===== config.mk =====
export PLATFORM = sky130hd
export DESIGN_NAME = mem_port_arbiter
export DESIGN_NICKNAME = d
export VERILOG_FILES = /design/src/rtl/mem_arb_pkg.sv /design/src/rtl/mem_port_arbiter_lat_counter.sv /design/src/rtl/mem_port_arbiter.sv
export SDC_FILE = /design/constraint.sdc
export NUM_CORES = 1
export LEC_CHECK = 0
export CAP_MARGIN = 20
export CORE_ASPECT_RATIO = 1.5
export CORE_UTILIZATION = 40
export CTS_BUF_LIST = sky130_fd_sc_hd__clkbuf_16
export DETAILED_ROUTE_END_ITERATION = 8
export PLACE_DENSITY_LB_ADDON = 0.3
export SLEW_MARGIN = 20
export SYNTH_ARGS = -nofsm -noshare
export SYNTH_HDL_FRONTEND = slang
export SYNTH_SLANG_ARGS = --single-unit

===== constraint.sdc =====
create_clock -name clk -period 2.4 [get_ports clk]
set_input_delay 0.48 -clock clk [delete_from_list [all_inputs] [get_ports clk]]
set_output_delay 0.48 -clock clk [all_outputs]
set_load 0.02 [all_outputs]

===== src/rtl/mem_arb_pkg.sv =====
// Shared types for the unified-memory port arbiter: FSM states and access owner.
package mem_arb_pkg;
  typedef enum logic [1:0] {ARB_IDLE, ARB_BUSY_I, ARB_BUSY_D} arb_state_t;
  typedef enum logic {OWN_I, OWN_D} owner_t;
endpackage


===== src/rtl/mem_port_arbiter_lat_counter.sv =====
// Access-window counter: loaded with MEM_LAT-1 on a grant, counts down once per busy cycle.
module arb_lat_counter #(
  parameter int unsigned MEM_LAT = 2,
  localparam int unsigned LW = $clog2(MEM_LAT + 1)
) (
  input  logic clk,
  input  logic reset,
  input  logic i_load,
  input  logic i_dec,
  output logic o_zero
);
  logic [LW-1:0] r_cnt;

  always_ff @(posedge clk) begin
    if (reset)
      r_cnt <= '0;
    else if (i_load)
      r_cnt <= LW'(MEM_LAT - 1);
    else if (i_dec && (r_cnt != '0))
      r_cnt <= r_cnt - 1'b1;
  end

  assign o_zero = (r_cnt == '0);
endmodule


===== src/rtl/mem_port_arbiter.sv =====
// Single-port memory arbiter between instruction fetch and load/store, data side
// preferred with a starvation counter that forces a fetch grant after FAIR_MAX data grants.
module mem_port_arbiter
  import mem_arb_pkg::*;
#(
  parameter int unsigned ADDR_W   = 32,
  parameter int unsigned DATA_W   = 32,
  parameter int unsigned MEM_LAT  = 2,
  parameter int unsigned FAIR_MAX = 4
) (
  input  logic              clk,
  input  logic              reset,
  input  logic              if_req,
  input  logic [ADDR_W-1:0] if_addr,
  output logic [DATA_W-1:0] if_rdata,
  output logic              if_ack,
  input  logic              d_req,
  input  logic              d_we,
  input  logic [ADDR_W-1:0] d_addr,
  input  logic [DATA_W-1:0] d_wdata,
  output logic [DATA_W-1:0] d_rdata,
  output logic              d_ack,
  output logic              mem_en,
  output logic              mem_we,
  output logic [ADDR_W-1:0] mem_addr,
  output logic [DATA_W-1:0] mem_wdata,
  input  logic [DATA_W-1:0] mem_rdata,
  output logic              stall_if,
  output logic              stall_mem
);
  localparam int unsigned SW = $clog2(FAIR_MAX + 1);

  arb_state_t    r_state;
  logic [SW-1:0] r_starve;
  owner_t        w_own;
  logic          w_idle, w_if_req_m, w_d_req_m, w_grant_d, w_grant_i, w_lat_zero;

  // A requester still holding req during its own ack cycle must not be granted again.
  assign w_if_req_m = if_req & ~if_ack;
  assign w_d_req_m  = d_req & ~d_ack;
  assign w_idle     = (r_state == ARB_IDLE);
  assign w_grant_d  = w_idle & w_d_req_m & (~w_if_req_m | (r_starve < SW'(FAIR_MAX)));
  assign w_grant_i  = w_idle & ~w_grant_d & w_if_req_m;
  assign w_own      = w_grant_d ? OWN_D : OWN_I;

  assign stall_if  = if_req & ~if_ack;
  assign stall_mem = d_req & ~d_ack;

  arb_lat_counter #(.MEM_LAT(MEM_LAT)) u_lat (
    .clk    (clk),
    .reset  (reset),
    .i_load (w_grant_d | w_grant_i),
    .i_dec  (~w_idle),
    .o_zero (w_lat_zero)
  );

  always_ff @(posedge clk) begin
    if (reset) begin
      r_state   <= ARB_IDLE;
      r_starve  <= '0;
      if_ack    <= 1'b0;
      d_ack     <= 1'b0;
      if_rdata  <= '0;
      d_rdata   <= '0;
      mem_en    <= 1'b0;
      mem_we    <= 1'b0;
      mem_addr  <= '0;
      mem_wdata <= '0;
    end else begin
      if_ack <= 1'b0;
      d_ack  <= 1'b0;
      case (r_state)
        ARB_IDLE: begin
          if (w_grant_d | w_grant_i) begin
            r_state  <= (w_own == OWN_D) ? ARB_BUSY_D : ARB_BUSY_I;
            mem_en   <= 1'b1;
            mem_we   <= w_grant_d & d_we;
            mem_addr <= (w_own == OWN_D) ? d_addr : if_addr;
            if (w_grant_d)
              mem_wdata <= d_wdata;
          end
          if (!if_req || w_grant_i)
            r_starve <= '0;
          else if (w_grant_d && (r_starve != SW'(FAIR_MAX)))
            r_starve <= r_starve + 1'b1;
        end
        ARB_BUSY_I, ARB_BUSY_D: begin
          if (w_lat_zero) begin
            if (r_state == ARB_BUSY_I) begin
              if_rdata <= mem_rdata;
              if_ack   <= 1'b1;
            end else begin
              if (!mem_we)
                d_rdata <= mem_rdata;
              d_ack <= 1'b1;
            end
            mem_en  <= 1'b0;
            mem_we  <= 1'b0;
            r_state <= ARB_IDLE;
          end
        end
        default: r_state <= ARB_IDLE;
      endcase
    end
  end
endmodule


# Word-level counts from Yosys, hierarchy flattened
# Cells that the tools add are included.
[totals]
ff_bits = 139
inputBits = 133
output_inout_bits = 134
elab_cells = 75
[classes]
n_addsub = 2
order_cmp = 1
n_eq_ne = 5
muxes = 17
bitwise = 18
reduce_logical = 20
[op_table]
columns = ["operator", "n"]
rows = [
  ["$mux 32", 1],
  ["$not 1->1", 9],
  ["$reduce_and 3->1", 3],
  ["$mux 1", 8],
  ["$reduce_bool 2->1", 4],
  ["$and 1x1->1", 7],
  ["$mux 2", 3],
  ["$mux 3", 2],
  ["$reduce_and 2->1", 3],
  ["$logic_not 2->1", 2],
  ["$ne 2x1->1 const B", 2],
  ["$pmux 1 s2", 2],
  ["$pmux 2 s2", 1],
  ["$reduce_and 4->1", 1],
  ["$reduce_or 2->1", 2],
  ["$add 3x1->3 const B", 1],
  ["$lt 3x3->1 const B", 1],
  ["$ne 3x3->1 const B", 1],
  ["$reduce_or 3->1", 1],
  ["$eq 2x1->1 const B", 1],
  ["$eq 2x2->1 const B", 1],
  ["$logic_and 1x1->1", 2],
  ["$or 1x1->1", 2],
  ["$sub 2x1->2 const B", 1],
  ["2 further kinds", 2],
]

# Logic depth before layout (Yosys ltp)
[logic_depth]
depth_word = 11
ltp_mapped = 9
depth_no_buf = 6

# Hierarchy
# From an unflattened synthesis, not the netlist that was laid out.
[unflattened]
hier_cells = 672
area_unflattened_um2 = 5440.2
[modules_own_cells]
columns = ["mod", "n_inst", "cells_per_inst", "area_per_inst_um2", "seq_area_each_um2"]
rows = [
  ["mem_port_arbiter", 1, 661, 5316.3, 2742.6],
  ["arb_lat_counter", 1, 11, 123.9, 40.0],
]

# Worst setup path after synthesis
# No wires, ideal clock.
[synth_timing]
kind = "flip-flop to flip-flop"
start = "register r_state[0]"
end = "register d_rdata[2]"
setup_time_ns = 0.132
arrival_ns = 1.530
required_ns = 2.268
path_slack_ns = 0.738
stages_incl_launch_ff = 9
n_path_buf = 2
period_less_slack_ns = 1.662
path_cell_list = "dfxtp_1 inv_1 ha_1 nand2_1 or3_1 clkbuf_1 buf_2 nand2_1 a21oi_1"
[synth_between]
elab_chain_len = 3
elab_cells_between_ends = 5
classes_between = "eq/ne (2); bitwise (1); reduce/logical (2)"
[synth_rtl]
columns = ["element", "line_no", "source"]
rows = [
  ["start: declaration", "mem_port_arbiter.sv:33", "arb_state_t r_state;"],
  ["start signal: assignment", "mem_port_arbiter.sv:75", "r_state <= (w_own == OWN_D) ? ARB_BUSY_D : ARB_BUSY_I;"],
  ["$eq 2x1->1 or $eq 2x2->1 (tied branches)", "mem_port_arbiter.sv:72, mem_port_arbiter.sv:89", ""],
  ["$reduce_or 2->1 or $not 1->1 (tied branches)", "n/a", ""],
  ["$reduce_and 4->1 (no source line) *", "n/a", ""],
  ["end signal: assignment", "mem_port_arbiter.sv:94", "d_rdata <= mem_rdata;"],
  ["end: declaration", "mem_port_arbiter.sv:21", "output logic [DATA_W-1:0] d_rdata,"],
]
# Every way passes the cells marked *; elsewhere a longest branch is shown, timed or not.
# A chain may end at the register's enable or synchronous reset.

# Final worst setup path
[layout_timing]
start = "input port if_req"
end = "output port stall_if"
[layout_between]
elab_chain_len = 1
[layout_rtl]
columns = ["element", "line_no", "source"]
rows = [
  ["start: declaration", "mem_port_arbiter.sv:13", "input logic if_req,"],
  ["$and 1x1->1", "mem_port_arbiter.sv:46", "assign stall_if = if_req & ~if_ack;"],
  ["end: declaration", "mem_port_arbiter.sv:28", "output logic stall_if,"],
]
# No other way between the ends.

==> metrics.cfg <==
[finish]
area.growth.synth_to_final_pct=63.4
finalInstanceArea_mm2=0.00877
drive_above_1_share_pct=6.41
layout.nets=1064
fill_cells=1084
diodes=0
finalCoreUtilization_pct=67.4

[pwr]
netSwitchingPower_w=0.00290
clockPowerShare_pct=31.6
ir_drop_mv=0.481
p_leak_nw=3.23
switching_share_pct=33.3
p_total_w=0.00871
combPwrFrac_pct=34.8
p_int_w=0.00581
power_frac_seq_pct=33.5
power_per_cell_area_mw_per_mm2=993

[place]
portBuffers=266
dp_worst_setup_slack_ns=0.136
dp_hpwl_mm=11.2
gp_congestion=0.769
placed_area_mm2=0.00815

[sta]
finalSetupViolations=0
setup_ws_ns=0.130
slew_viol_final=0
fin_worst_skew_ns=0.00959
rsz0062_at_grt=false
fin_crit_sh_pct=94.6
fmax_mhz=440
slew_headroom_pct=54.4
finalHoldViolCount=0
tns_ns=0
period_minus_slack_ns=2.27
worst_pin_slew_ns=0.684

[global_route]
grt_max_degree=59
antenna_found_initial=0
grt_pass1_vias=5115
grt_overflow=0
grt_pass1_wl_mm=24.5
grt_usage_pct=22.8

[worst_setup_path]
crit_path_start=if_req
startpoint_type=input pin
cp-end-kind=output port
worstPathMaxFanout=6
worst-r2r-setup-slack_ns=0.54
worst-setup-path-type=input pin to output port
crit_path_end=stall_if
reg2reg_to=d_rdata[27]
arrival_ns=1.79
reg2reg_depth=7
cp.required_ns=1.92
timing.rr.start=r_state[0]

[floorplan]
ios=267
num_rows=51
fp.dieArea_mm2=0.0139
coreArea_mm2=0.0130
start_util_pct=41.2
die_h_um=144
die_w_um=96.6

[cts]
hold_buffers=0
cts_tree=yes
cts_sinks=139
clk_path_buf_depth=2
insertion_delay_ns=0.41
cts_setup_buffers=0
path_clk_slew_ns=0.05
cts.repair.resized=0
cts_buffers=17
clock-root-buffer=clkbuf_16
cts_max_level=4

[detailed_routing]
wire_per_inst_um=14.8
drt-total-wl_mm=16.2
antenna_left=0
first_pass_iters=4
dr_total_vias=5447
drtIter0Drc=188
avgViaCountPerCell=4.97
drc=0

[run_status]
outcome=completed

[synthesis]
yosys.area.top_type=dfxtp_1
yosysWarnings=0
netlist_instances=676
ys_seq_elements=139
syn_area_mm2=0.00537
yosysSeqAreaShare_pct=51.8
synth_top_area_share_pct=51.8
synth_fp_nets=816
syn_area_per_cell_um2=7.94
synth_cell_types=39
synth_area_leaders=dfxtp_1, nand2_1, a21oi_1

[job]
maxCapViolations=0

[hold_path]
hold_class=register to register
hold_start=d_rdata[22]

==> worst min-delay path by stage <==
stage / cells past startpoint / endpoint
6_report: 2 / d_rdata[22]
5_1_grt: 2 / if_rdata[14]
4_1_cts: 2 / if_rdata[1]
3_5_place_dp: 2 / mem_wdata[10]
3_3_place_gp: 2 / mem_wdata[23]
2_1_floorplan: 1 / r_starve[0]
==> power groups by stage <==
stage / logic (W) / clock network [W] / registers [W]
after CTS: 0.00306 / 0.00282 / 0.00293
after global placement: 0.00302 / 0 / 0.00296
after floorplan: 0.00124 / 0 / 0.00344
after global routing: 0.00330 / 0.00290 / 0.00298
after detailed placement: 0.00305 / 0 / 0.00297
final: 0.00303 / 0.00276 / 0.00292
==> critical path, cell delays in order <==
cell and delay, ns:
clkdlybuf4s50_1 0.49, and2b_4 0.20, clkdlybuf4s50_1 0.62
==> logic make-up after synthesis <==
| group | after synthesis | synth area share (%) |
|---|---|---|
| AO/OA/AOI/OAI | 114 | 11.3 |
| adder cells (fa/ha/maj) | 7 | 1.63 |
| XOR/XNOR | 1 | 0.163 |
| AND/OR/NAND/NOR | 353 | 28.9 |
| flip-flops | 139 | 51.8 |
| buffers and inverters | 62 | 6.20 |
==> placed cells by master, fill, tap and decap left out, types with 2 or more instances in the layout <==
cell type        Yosys  routed
nor2_1              73      73
clkinvlp_4           0       2
inv_1                8       9
ha_1                 7       7
nor4_2               7       7
buf_4                5      11
clkdlybuf4s50_1      0     265
clkbuf_16            0      17
bufinv_16            0       4
dfxtp_1            139     139
nand2b_1             5       5
inv_6                0       3
nor3_1              33      33
nor4_1              25      25
a211oi_1             2       2
nand2_1            198     198
buf_12               0       7
clkinv_4             0       3
a21oi_1             99      99
nor3b_1              2       2
o21ai_0              4       4
==> flip-flops by register name, indices dropped and copies added (netlist names), 2 cells and up <==
name         flops
mem_addr        32
r_starve         3
r_state          2
u_lat.r_cnt      2
d_rdata         32
if_rdata        32
mem_wdata       32
==> per-layer routing <==
layer	GRT usage [%]	wire (um)	part of all wire, %
met1	24.6	6170	38
met4	9.52	374	2.3
met2	39.7	8050	50
met5	0	0	0
met3	7.78	1570	9.7
==> stage by stage <==
stage,hold WS [ns],instances
final,0.451,1095
after detailed placement,0.445,1064
after global placement,0.440,1064
after global routing,0.470,1095
after CTS,0.454,1095
after floorplan,0.451,676
==> synth_stat cells <==
cell type / number
o21ai_0: 4
o311a_1: 1
a2111oi_0: 1
o211a_1: 1
nor2b_4: 1
nand3_1: 1
buf_2: 16
nand4_1: 1
a21o_1: 1
nor4_2: 7
a211oi_1: 2
nand2b_1: 5
ha_1: 7
dfxtp_1: 139
inv_1: 8
and3_1: 1
o41ai_1: 1
clkbuf_2: 1
buf_6: 8
nor3_1: 33
nand2_1: 198
xnor2_1: 1
and2_1: 1
buf_1: 2
nor2_1: 73
o31ai_1: 1
o22ai_1: 1
o21a_1: 1
nor3_2: 1
or3_1: 1
nor4_1: 25
buf_4: 5
a22oi_1: 1
a21oi_1: 99
nand3b_1: 1
clkbuf_1: 22
nand4b_1: 1
and2b_4: 1
nor3b_1: 2
==> cell type report <==
| type | count | area (um2) | area share [%] |
|---|---|---|---|
| Timing Repair Buffer | 283 | 2880 | 32.8 |
| Sequential cell | 139 | 2780 | 31.7 |
| Multi-Input combinational cell | 475 | 2270 | 25.8 |
| Clock buffer | 17 | 425 | 4.85 |
| Tap cell | 159 | 199 | 2.27 |
| Clock inverter | 14 | 196 | 2.24 |
| Inverter | 8 | 30.0 | 0.342 |
Note: power is estimated with default switching activity, not from simulation.
